==> config.mk <==
export PLATFORM = sky130hd
export DESIGN_NAME = vga_sync_rx
export DESIGN_NICKNAME = d
export VERILOG_FILES = /design/src/rtl/vga_sync_rx.sv
export SDC_FILE = /design/constraint.sdc
export NUM_CORES = 1
export LEC_CHECK = 0
export ABC_CLOCK_PERIOD_IN_PS = 4100
export BUFFER_PORTS_ARGS = -buffer_cell sky130_fd_sc_hd__buf_2
export CAP_MARGIN = 20
export CORE_AREA = 2 2 86 88
export CTS_BUF_LIST = sky130_fd_sc_hd__clkbuf_8
export DETAILED_ROUTE_END_ITERATION = 8
export DIE_AREA = 0 0 88 90
export PLACE_DENSITY = 0.78
export RECOVER_POWER = 25
export SLEW_MARGIN = 20
export SYNTH_ARGS = -nofsm -noshare
export SYNTH_HDL_FRONTEND = slang
export SYNTH_SLANG_ARGS = --single-unit
export TNS_END_PERCENT = 1
==> constraint.sdc <==
create_clock -name clk -period 4.1 [get_ports clk]
set_input_delay 0.205 -clock clk [delete_from_list [all_inputs] [get_ports clk]]
set_output_delay 0.205 -clock clk [all_outputs]
set_load 0.005 [all_outputs]
==> src/rtl/vga_sync_rx.sv <==
// VGA receive-side timing recovery: locks to hsync/vsync/de and reports
// pixel coordinates, frame starts, lock state and timing errors.
module vga_sync_rx #(
    parameter int CLK_PER_PIX = 4,
    parameter int H_TOTAL     = 800,
    parameter int H_SYNC      = 96,
    parameter int H_ACT_BEGIN = 144,
    parameter int H_ACT       = 640,
    parameter int V_TOTAL     = 525,
    parameter int V_SYNC      = 2,
    parameter int V_ACT_BEGIN = 35,
    parameter int V_ACT       = 480
) (
    input  logic       clk,
    input  logic       reset,
    input  logic       hsync_in,
    input  logic       vsync_in,
    input  logic       de_in,
    output logic       pix_stb,
    output logic [9:0] pix_x,
    output logic [9:0] pix_y,
    output logic       frame_stb,
    output logic       locked,
    output logic       de_err,
    output logic [7:0] err_cnt
);

    localparam int PW = $clog2(CLK_PER_PIX);
    localparam logic [PW-1:0] PH_LAST = PW'(CLK_PER_PIX - 1);
    localparam logic [9:0] HT    = 10'(H_TOTAL);
    localparam logic [9:0] HSW   = 10'(H_SYNC);
    localparam logic [9:0] HB    = 10'(H_ACT_BEGIN);
    localparam logic [9:0] HE    = 10'(H_ACT_BEGIN + H_ACT);
    localparam logic [9:0] VT    = 10'(V_TOTAL);
    localparam logic [9:0] VT_M1 = 10'(V_TOTAL - 1);
    localparam logic [9:0] VSW   = 10'(V_SYNC);
    localparam logic [9:0] VB    = 10'(V_ACT_BEGIN);
    localparam logic [9:0] VE    = 10'(V_ACT_BEGIN + V_ACT);

    typedef enum logic [1:0] {SEARCH, ACQUIRE, LOCKED} state_t;

    state_t        state, state_n;
    logic          hs1, hs2, vs1, vs2, de1;
    logic [PW-1:0] phase, cur_ph, phase_n;
    logic [9:0]    h_cnt, v_cnt, cur_h, cur_v, h_n, v_inc;
    logic          hs_fall, hs_rise, vs_fall, vs_rise;
    logic          line_err, hw_err, vw_err, frame_err, err;
    logic          in_win, run, stb_n, de_err_n, frame_n;

    assign hs_fall = hs2 & ~hs1;
    assign hs_rise = ~hs2 & hs1;
    assign vs_fall = vs2 & ~vs1;
    assign vs_rise = ~vs2 & vs1;

    // Registers hold the position of the current cycle, except on the
    // hs_fall cycle, which is by definition phase 0 of pixel 0.
    assign v_inc   = v_cnt + 10'd1;
    assign cur_ph  = hs_fall ? '0 : phase;
    assign cur_h   = hs_fall ? '0 : h_cnt;
    assign cur_v   = hs_fall ? (vs_fall ? '0 : v_inc) : v_cnt;
    assign phase_n = cur_ph + 1'b1;
    assign h_n     = (cur_ph == PH_LAST) ? cur_h + 10'd1 : cur_h;

    assign line_err  = hs_fall && (h_cnt != HT || phase != '0);
    assign hw_err    = hs_rise && (h_cnt != HSW || phase != '0);
    assign vw_err    = vs_rise && (!hs_fall || cur_v != VSW);
    assign frame_err = (vs_fall && (!hs_fall || v_cnt != VT_M1))
                     || (hs_fall && !vs_fall && v_inc == VT);
    assign err = (state != SEARCH)
               && (line_err || hw_err || vw_err || frame_err);

    always_comb begin
        state_n = state;
        case (state)
            SEARCH:  if (vs_fall && hs_fall) state_n = ACQUIRE;
            ACQUIRE: begin
                if (err)          state_n = SEARCH;
                else if (vs_fall) state_n = LOCKED;
            end
            LOCKED:  if (err) state_n = SEARCH;
            default: state_n = SEARCH;
        endcase
    end

    assign in_win   = cur_h >= HB && cur_h < HE && cur_v >= VB && cur_v < VE;
    assign run      = state == LOCKED && !err && cur_ph == '0;
    assign stb_n    = run && in_win;
    assign de_err_n = run && (de1 != in_win);
    assign frame_n  = vs_fall && state_n == LOCKED;

    always_ff @(posedge clk or negedge reset) begin
        if (!reset) begin
            hs1       <= 1'b0;
            hs2       <= 1'b0;
            vs1       <= 1'b0;
            vs2       <= 1'b0;
            de1       <= 1'b0;
            phase     <= '0;
            h_cnt     <= '0;
            v_cnt     <= '0;
            state     <= SEARCH;
            pix_stb   <= 1'b0;
            pix_x     <= '0;
            pix_y     <= '0;
            frame_stb <= 1'b0;
            locked    <= 1'b0;
            de_err    <= 1'b0;
            err_cnt   <= '0;
        end else begin
            hs1       <= hsync_in;
            hs2       <= hs1;
            vs1       <= vsync_in;
            vs2       <= vs1;
            de1       <= de_in;
            phase     <= phase_n;
            h_cnt     <= h_n;
            v_cnt     <= cur_v;
            state     <= state_n;
            locked    <= state_n == LOCKED;
            pix_stb   <= stb_n;
            frame_stb <= frame_n;
            de_err    <= de_err_n;
            if (stb_n) begin
                pix_x <= cur_h - HB;
                pix_y <= cur_v - VB;
            end
            if (state == LOCKED && err && err_cnt != 8'hFF)
                err_cnt <= err_cnt + 8'd1;
        end
    end

endmodule

==> results.yml <==
min_path:
  hp-start: "vs1"
  hold_path.class: "reg2reg"
critical_path:
  crit_arrival_ns: 3.63
  crit_family: "simple AND/OR/NAND/NOR gates"
  cp_slowest_stage_delay_ns: 0.61
  cp-startpoint: "hs1"
  crit_required_ns: 4.33
  cp-start-kind: "register"
  worstReg2RegStart: "hs1"
  worstSetupPathType: "reg2reg"
  end_kind: "register"
  worst_path_max_delay_cell: "or3b_4"
  path_cells: "nand2b_1 > nor2_1 > a22o_1 > ha_1 > nand2_1 > nor4_1 > a311o_2 > or3b_4 > mux2_4"
  path_max_fanout: 21
  critPathBufInv: 0
synth:
  synth_area_um2: 3400
  synth_ff_type: "dfrtp_1"
  synthTopCellsByArea: "dfrtp_1, mux2_4, ha_1"
  seq_area_frac_synth_pct: 44.90
  yosys.area.top_type: "dfrtp_1"
  synth_nets: 345
  yosys_warnings: 0
  synthCells: 327
  ys_types: 58
  async_flop_share_pct: 100.0
  synth_edf_count: 0
  avgSynthCellArea_um2: 10.40
  ys_ff_latch: 61
  synth.top_cell.area_share_pct: 44.90
sta:
  period_needed_ns: 3.400
  worst_slack_ns: 0.7000
  hold_slack_ns: 0.4545
  setup-tns-final_ns: 0
  clock_skew_ns: 0.008651
  drv_slew: 62
  finalCritPeriodShare_pct: 82.93
  worst_pin_slew_ns: 3.234
  hold_viol_final: 0
  maxSlewHeadroom_pct: -115.6
  finalSetupViolCount: 0
  fmax_mhz: 294.1
  rsz0062_at_grt: "false"
clock_tree:
  cts.sink_count: 61
  post_cts_resize_count: 0
  clkLatencyLatePin_ns: 0.35
  cts_buffer_depth: 2
  numCtsBuffers: 9
  path_clk_slew_ns: 0.07
  htreeDepth: 3
  cts_tree: "built"
  root_buffer: "clkbuf_8"
detailed_routing:
  drt-initial-drc-count: 189
  detail-route-antenna-nets: 0
  postRouteWirelength_mm: 6.841
  wire_per_inst_um: 14.59
  drc: 0
  vias: 2568
  drtPass1Iterations: 4
  avgViaCountPerCell: 5.475
placement:
  dpl.hpwl_mm: 4.611
  pre_cts_slack_ns: 0.7425
  port_buffers: 36
  place_area_um2: 3640
  gp_congestion: 0.9171
  post-place-cells: 450
cells_and_area:
  final_area_um2: 3914
  syn_to_final_growth_pct: 15.13
  final.fill_count: 607
  diodes: 0
  post-route-util_pct: 55.75
  fin_cells: 469
  nets: 383
  drive_gt1_share_pct: 23.51
flow_run:
  maxCapViolCount: 1
floorplanning:
  start_util_pct: 48.42
  fp-row-count: 31
  die_w_um: 88
  die_h_um: 90
  io_pins: 37
  dieArea_um2: 7920
  core_area_um2: 7020
pwr:
  pwr-share-clk_pct: 40.1
  internal-power_mw: 1.173
  total_power_mw: 1.648
  pwr-share-comb_pct: 17.4
  power_leakage_nw: 2.015
  sw_frac_of_total_pct: 28.78
  powerDensity_nw_per_um2: 421.0
  ir_drop_v: 0.0002034
  p_switching_mw: 0.4743
  seqPwrFrac_pct: 42.5
global_routing:
  grt_max_degree: 62
  grt_antenna_before_repair: 0
  grt_overflow_total: 0
  grt_pass1_wl_mm: 11.60
  grt.total_usage_pct: 18.72
  grt_pass1_vias: 2458
run_status:
  violations: "max-capacitance violations, max-slew violations"
  status: "finished, violations left"
==> timing repair <==
action	CTS	global route
hold buffers	3	0
endpoints found under the hold margin	3	0
buffers inserted	0	0
==> path summary, 6_finish.rpt <==
kind | to | slack (ns) | cells after the start
worst min-delay path | vs2 | 0.45 | 0
worst min register to register | vs2 | 0.45 | 0
worst max-delay path | pix_y[7] | 0.70 | 9
worst max register to register | pix_y[7] | 0.70 | 9
max in group asynchronous | v_cnt[6] | 1.24 | 2
min in group asynchronous | pix_x[0] | 1.03 | 2
==> cells by family (layout without fill, tap and decap cells) <==
logic type,Yosys count,after routing,synth area share [%]
fa+ha+maj,13,13,4.785
simple gates,115,115,18.18
xor+xnor,26,26,6.699
buf+inv,38,81,5.189
mux,22,22,8.944
compound gates,52,52,11.30
flops,61,61,44.90
==> layout by cell type, fill, tap and decap left out, types with 3 or more instances in the layout <==
cell type,instances
o211ai_1,3
o311a_1,3
a41oi_1,3
buf_2,36
bufinv_16,3
nand2b_1,12
o21ai_0,9
nand3_1,12
nor2b_1,3
clkbuf_8,10
nand4_1,8
buf_4,3
or3_1,4
mux2_2,3
a21oi_1,12
nand2_1,30
dfrtp_1,61
nor4_1,3
mux2i_1,3
inv_2,3
o31ai_1,3
and3_1,6
nor3_1,5
xnor2_1,12
xor2_1,14
ha_1,13
mux2_4,16
and2_1,4
nor2_1,15
inv_1,19
dlygate4sd3_1,3
==> flip-flops by register name (all words and copies together) (netlist names) <==
name / flops
de1: 1
de_err: 1
err_cnt: 8
frame_stb: 1
h_cnt: 10
hs1: 1
hs2: 1
locked: 1
phase: 2
pix_stb: 1
pix_x: 10
pix_y: 10
state: 2
v_cnt: 10
vs1: 1
vs2: 1
==> power by group through the flow <==
stage               Sequential (mW)  Combinational (mW)  Clock (mW)
floorplan                     0.683               0.237           0
global placement              0.709               0.275           0
detailed placement            0.708               0.281           0
CTS                           0.699               0.289       0.676
global route                  0.707               0.327       0.699
finish                        0.700               0.287       0.661
==> cell usage after synthesis, drive strengths merged, types with 6 or more instances <==
library cell and instances:
nand2b 12, clkbuf 8, nor3 6, and3 6
buf 8, ha 13, dfrtp 61, nand3 12
nand4 8, xor2 14, mux2 19, nor2 15
o21ai 9, xnor2 12, a21oi 12, nand2 31
inv 22
==> final cells by class <==
class,count,area [um2],area share [%]
Sequential cell,61,1526,39.00
Multi-Input combinational cell,228,1697,43.35
Clock buffer,10,137.6,3.517
Inverter,22,82.58,2.110
Tap cell,99,123.9,3.165
Timing Repair Buffer,43,236.5,6.042
Clock inverter,6,110.1,2.813
==> layer usage <==
| layer | GRT usage, % | wire length [um] | part of all wire, % |
|---|---|---|---|
| met5 | 0 | 0 | 0 |
| met4 | 8.718 | 137 | 2.0 |
| met3 | 5.601 | 342 | 5.0 |
| met2 | 27.02 | 3162 | 46 |
| met1 | 25.62 | 3198 | 47 |
Power figures use the tool's default switching activity.
